<file path="src/rtl/ppm_pkg.sv">
// Shared types and defaults for the pulse period meter.
// Holds the FSM state encoding and the default period counter width.
package ppm_pkg;

  localparam int unsigned CNT_W_DEFAULT = 16;

  typedef enum logic [0:0] {
    IDLE    = 1'b0,
    MEASURE = 1'b1
  } ppm_state_e;

endpackage : ppm_pkg

</file>
<file path="src/rtl/pulse_sync_edge.sv">
// Multi-flop synchronizer for an asynchronous input followed by a rising-edge detector.
// 'rise' is high for one cycle once the synchronized level goes from low to high.
module pulse_sync_edge #(
  parameter int SYNC_STAGES = 2
) (
  input  logic clk,
  input  logic rst_n,
  input  logic din,
  output logic rise
);

  logic [SYNC_STAGES-1:0] sync_q, sync_d;
  logic                   prev_q, prev_d;

  always_comb begin
    sync_d = {sync_q[SYNC_STAGES-2:0], din};
    prev_d = sync_q[SYNC_STAGES-1];
  end

  // NOTE: sequential state uses non-blocking assignments so every flop samples pre-edge values.
  always_ff @(posedge clk or negedge rst_n) begin
    if (!rst_n) begin
      sync_q <= '0;
      prev_q <= 1'b0;
    end else begin
      sync_q <= sync_d;
      prev_q <= prev_d;
    end
  end

  assign rise = sync_q[SYNC_STAGES-1] & ~prev_q;

endmodule : pulse_sync_edge

</file>
<file path="src/rtl/pulse_period_meter.sv">
// Measures the clk-cycle interval between rising edges of an asynchronous divider pulse
// and regenerates a 50%-duty square wave. Optional min/max tracking with PERIOD_MINMAX_EN.
module pulse_period_meter
  import ppm_pkg::*;
#(
  parameter int CNT_W       = CNT_W_DEFAULT,
  parameter int SYNC_STAGES = 2
) (
  input  logic             clk,
  input  logic             rst_n,
  input  logic             div_pulse,
  input  logic             clr,
  output logic [CNT_W-1:0] period,
  output logic             period_valid,
  output logic             ovf,
  output logic             sq_out
`ifdef PERIOD_MINMAX_EN
  ,
  output logic [CNT_W-1:0] min_period,
  output logic [CNT_W-1:0] max_period
`endif
);

  localparam logic [CNT_W-1:0] CNT_MAX = '1;
  localparam logic [CNT_W-1:0] CNT_ONE = CNT_W'(1);

  logic rise;

  pulse_sync_edge #(
    .SYNC_STAGES(SYNC_STAGES)
  ) u_sync (
    .clk  (clk),
    .rst_n(rst_n),
    .din  (div_pulse),
    .rise (rise)
  );

  ppm_state_e       state_q, state_d;
  logic [CNT_W-1:0] cnt_q, cnt_d;
  logic [CNT_W-1:0] period_q, period_d;
  logic             valid_q, valid_d;
  logic             ovf_q, ovf_d;
  logic             sq_q, sq_d;
  logic             cnt_sat;

`ifdef PERIOD_MINMAX_EN
  logic [CNT_W-1:0] min_q, min_d;
  logic [CNT_W-1:0] max_q, max_d;
`endif

  assign cnt_sat = (cnt_q == CNT_MAX);

  // NOTE: every always_comb output gets a default first, so no path can infer a latch.
  always_comb begin
    state_d  = state_q;
    cnt_d    = cnt_q;
    period_d = period_q;
    valid_d  = 1'b0;
    ovf_d    = ovf_q;
    sq_d     = sq_q;
`ifdef PERIOD_MINMAX_EN
    min_d    = min_q;
    max_d    = max_q;
`endif
    if (clr) begin
      // A same-cycle edge is dropped: clear wins outright.
      state_d  = IDLE;
      cnt_d    = '0;
      period_d = '0;
      ovf_d    = 1'b0;
      sq_d     = 1'b0;
`ifdef PERIOD_MINMAX_EN
      min_d    = '1;
      max_d    = '0;
`endif
    end else begin
      unique case (state_q)
        IDLE: begin
          cnt_d = '0;
          if (rise) begin
            cnt_d   = CNT_ONE;
            state_d = MEASURE;
            sq_d    = ~sq_q;
          end
        end
        MEASURE: begin
          if (rise) begin
            valid_d = 1'b1;
            cnt_d   = CNT_ONE;
            sq_d    = ~sq_q;
            if (cnt_sat) begin
              period_d = CNT_MAX;
              ovf_d    = 1'b1;
            end else begin
              period_d = cnt_q;
`ifdef PERIOD_MINMAX_EN
              if (cnt_q < min_q) min_d = cnt_q;
              if (cnt_q > max_q) max_d = cnt_q;
`endif
            end
          end else if (!cnt_sat) begin
            cnt_d = cnt_q + CNT_ONE;
          end
        end
        default: state_d = IDLE;
      endcase
    end
  end

  always_ff @(posedge clk or negedge rst_n) begin
    if (!rst_n) begin
      state_q  <= IDLE;
      cnt_q    <= '0;
      period_q <= '0;
      valid_q  <= 1'b0;
      ovf_q    <= 1'b0;
      sq_q     <= 1'b0;
`ifdef PERIOD_MINMAX_EN
      min_q    <= '1;
      max_q    <= '0;
`endif
    end else begin
      state_q  <= state_d;
      cnt_q    <= cnt_d;
      period_q <= period_d;
      valid_q  <= valid_d;
      ovf_q    <= ovf_d;
      sq_q     <= sq_d;
`ifdef PERIOD_MINMAX_EN
      min_q    <= min_d;
      max_q    <= max_d;
`endif
    end
  end

  assign period       = period_q;
  assign period_valid = valid_q;
  assign ovf          = ovf_q;
  assign sq_out       = sq_q;
`ifdef PERIOD_MINMAX_EN
  assign min_period   = min_q;
  assign max_period   = max_q;
`endif

endmodule : pulse_period_meter

</file>
<file path="config.mk">
export PLATFORM = sky130hd
export DESIGN_NAME = pulse_period_meter
export DESIGN_NICKNAME = d
export VERILOG_FILES = /design/src/rtl/ppm_pkg.sv /design/src/rtl/pulse_sync_edge.sv /design/src/rtl/pulse_period_meter.sv
export SDC_FILE = /design/constraint.sdc
export NUM_CORES = 1
export LEC_CHECK = 0
export ABC_AREA = 0
export CAP_MARGIN = 5
export CORE_ASPECT_RATIO = 1.2
export CORE_MARGIN = 5
export CORE_UTILIZATION = 55
export DETAILED_ROUTE_END_ITERATION = 10
export DONT_BUFFER_PORTS = 1
export GPL_TIMING_DRIVEN = 0
export PLACE_DENSITY = 0.79
export REMOVE_ABC_BUFFERS = 1
export SETUP_SLACK_MARGIN = 0.5
export SLEW_MARGIN = 20
export SYNTH_ARGS = -nofsm -noshare
export SYNTH_HDL_FRONTEND = slang
export SYNTH_SLANG_ARGS = --single-unit
export TNS_END_PERCENT = 5
</file>
<file path="constraint.sdc">
create_clock -name clk -period 2.1 [get_ports clk]
set_clock_uncertainty 0.05 [all_clocks]
set_input_delay 0.63 -clock clk [delete_from_list [all_inputs] [get_ports clk]]
set_output_delay 0.63 -clock clk [all_outputs]
set_load 0.01 [all_outputs]
</file>
==> impl_metrics.ini <==
[setup_path]
r2r-end = cnt_q[0]
crit_type = flip-flop to flip-flop
critical_path.top_delay_family = simple AND/OR/NAND/NOR gates
slowest_stage = or4b_4
r2r_cells = 6
r2r-start = cnt_q[0]
endpoint_kind = flip-flop
cp.required_ps = 2300
critPathMaxFanout = 8
worstPathCellList = ha_4 > nand3_4 > nor4_4 > buf_6 > or4b_4 > o311ai_4
path_buf_inv = 1
regToRegSetupSlack_ps = 430
setup.worst_path.start = cnt_q[0]
critPathArrivalTime_ps = 1860
start_kind = flip-flop
slowest_delay_ps = 490

[sta]
finalSetupViolCount = 0
worst_pin_slew_ps = 472.1
finalCriticalPeriod_ps = 1665
slew_violations = 0
fin_hold_ws_ps = 52.59
fin_crit_sh_pct = 79.29
hold_viol = 0
fin_ws_ps = 434.8
rsz0062_at_grt = true
fin_setup_tns_ps = 0
slew_headroom_pct = 68.46
fmax_ghz = 0.6005

[final_layout]
fillCellCount = 206
area.growth.synth_to_final_pct = 19.66
n_antenna_cell = 0
drive_gt1_share_pct = 32.93
final_nets = 168
layout.cells.non_filler = 200

[yosys]
synth_area_mm2 = 0.001712
yosysSeqAreaShare_pct = 57.02
synth_edf_count = 0
syn_inst = 146
synthArstFlopShare_pct = 100.0
ys_types = 40
synth_flop_cell = dfrtp_1
avgSynthCellArea_um2 = 11.72
synth_seq_cells = 39
yosys_warnings = 0

[global_routing]
antenna_found_initial = 0
grt_pass1_wl_mm = 6.244
grt_max_degree = 40
grt_overflow = 0
grt_use_total_pct = 18.95
grt_pass1_vias = 1309

[pwr]
p_leak_uw = 0.0009084
peakVddDrop_mv = 0.5201
powerDensity_mw_per_mm2 = 613.6

[place]
hpwl_mm = 2.204
port_buffers = 0
place.gp.congestion = 0.7916
placed_cells = 177
dp_slack_ps = -104.0

[drt]
drtAntennaViolNets = 0
vias_per_cell = 6.495
drc = 0
dr.first_iter.drc_count = 84
first_pass_iters = 4
wirelength_mm = 3.905
routedWlPerCell_um = 19.53
num_vias = 1299

[clock_network]
numCtsBuffers = 5
root_buffer = clkbuf_4
cts_tree = done
clk_pin_slew_ps = 110
cts_sinks = 39
cts_htree_levels = 2
cts_max_path_buffers = 2
insertion_delay_ps = 350

[floorplanning]
io_pins = 23
die-area_mm2 = 0.004332
core_mm2 = 0.003028
start_util_pct = 56.53
die_y_um = 71.11
die_x_um = 60.93
num_rows = 22

[worst_hold_path]
hold_path.class = primary input to asynchronous set/reset pin

[status]
outcome = completed

[flow_run]
cap_violations = 0
## worst max-delay path by stage
stage | end | slack, ps | cells after the start
after global placement | period[1] | -50 | 4
after global routing | cnt_q[4] | 370 | 6
after CTS | cnt_q[0] | 420 | 6
after detailed placement | period[1] | -100 | 4
final | cnt_q[0] | 430 | 6
after floorplan | cnt_q[14] | 280 | 4
## per-layer routing
metal | GRT usage, % | up-vias | wire, um
li1 | - | 584 | -
met1 | 21.81 | 656 | 1545
met2 | 30.92 | 47 | 2015
met3 | 6.022 | 12 | 232
met4 | 9.398 | 0 | 111
met5 | 0 | - | 0
## timing repair
action                                 CTS  global route
endpoints found under the hold margin   39             0
setup buffers                           11             3
resized for setup                        9            22
pin swaps                                4             5
hold buffers                             1             0
setup endpoints to repair               31            32
## logic make-up (layout without fill, tap and decap cells)
logic type	Yosys count	in the layout	synth area share [%]
AO/OA/AOI/OAI	43	43	18.49
XOR/XNOR	2	2	1.024
adder cells (fa/ha/maj)	1	1	0.7309
buffers and inverters	9	27	2.558
flip-flops	39	39	57.02
multiplexers	1	1	0.5848
AND/OR/NAND/NOR	51	51	19.59
## stage by stage
| stage | power, uW | utilization [%] | area, um^2 |
|---|---|---|---|
| after floorplan | 800.8 | - | 1683 |
| after global placement | 807.4 | 57.07 | 1728 |
| after detailed placement | 810.3 | 57.19 | 1732 |
| after CTS | 1259 | 64.42 | 1951 |
| after global routing | 1310 | 67.64 | 2048 |
| final | 1257 | 67.64 | 2048 |
## power breakdown
group	leakage (uW)	total, uW	switching (uW)	internal (uW)
logic	0.000352	59.7	36.7	22.9
registers	0.000518	769	10.2	759
clock network	0.0000386	428	231	197
## registers in the layout, indices dropped and copies added, names as in the netlist
register / cells
period_valid: 1
sq_out: 1
ovf: 1
state_q: 1
u_sync.prev_q: 1
u_sync.sync_q: 2
cnt_q: 16
period: 16
## cells in the final DEF (no fill, tap or decap), drive strengths merged, types with 3 or more instances in the layout
cell,instances
a22o,14
buf,15
nand4,4
a21oi,8
dfrtp,39
nor2,7
and4,3
clkbuf,8
or4,3
nand2,11
nand3,5
or3,5
o211ai,3
inv,4
o21ai,9
## area by class of cell
type	instances	area, um^2	share of cell area [%]
clock buffer	8	68.82	3.360
inverter	4	15.01	0.7330
multi-input combinational	98	800.8	39.10
sequential	39	989.7	48.32
tap	36	45.04	2.199
timing repair buffer	15	128.9	6.292
## synth_stat cells, types with 2 or more instances
master	number	share of area [%]
nor3_1	2	0.58
nand2b_1	2	0.73
or4_1	3	1.3
buf_2	2	0.58
nor3b_2	2	1.5
o21ai_1	3	0.88
dfrtp_1	39	57
nor2_1	7	1.5
nand2_1	11	2.4
o211ai_1	3	1.3
and3_1	2	0.73
a211oi_1	2	0.88
a21oi_1	8	2.3
and4_1	3	1.5
a22o_1	14	7.2
a31oi_1	2	0.73
nand4_2	2	1.5
nand3_1	5	1.5
or3_1	5	1.8
inv_1	3	0.66
o21ai_0	6	1.8
buf_4	2	0.88
No activity file was read; power rests on OpenSTA's default activity.
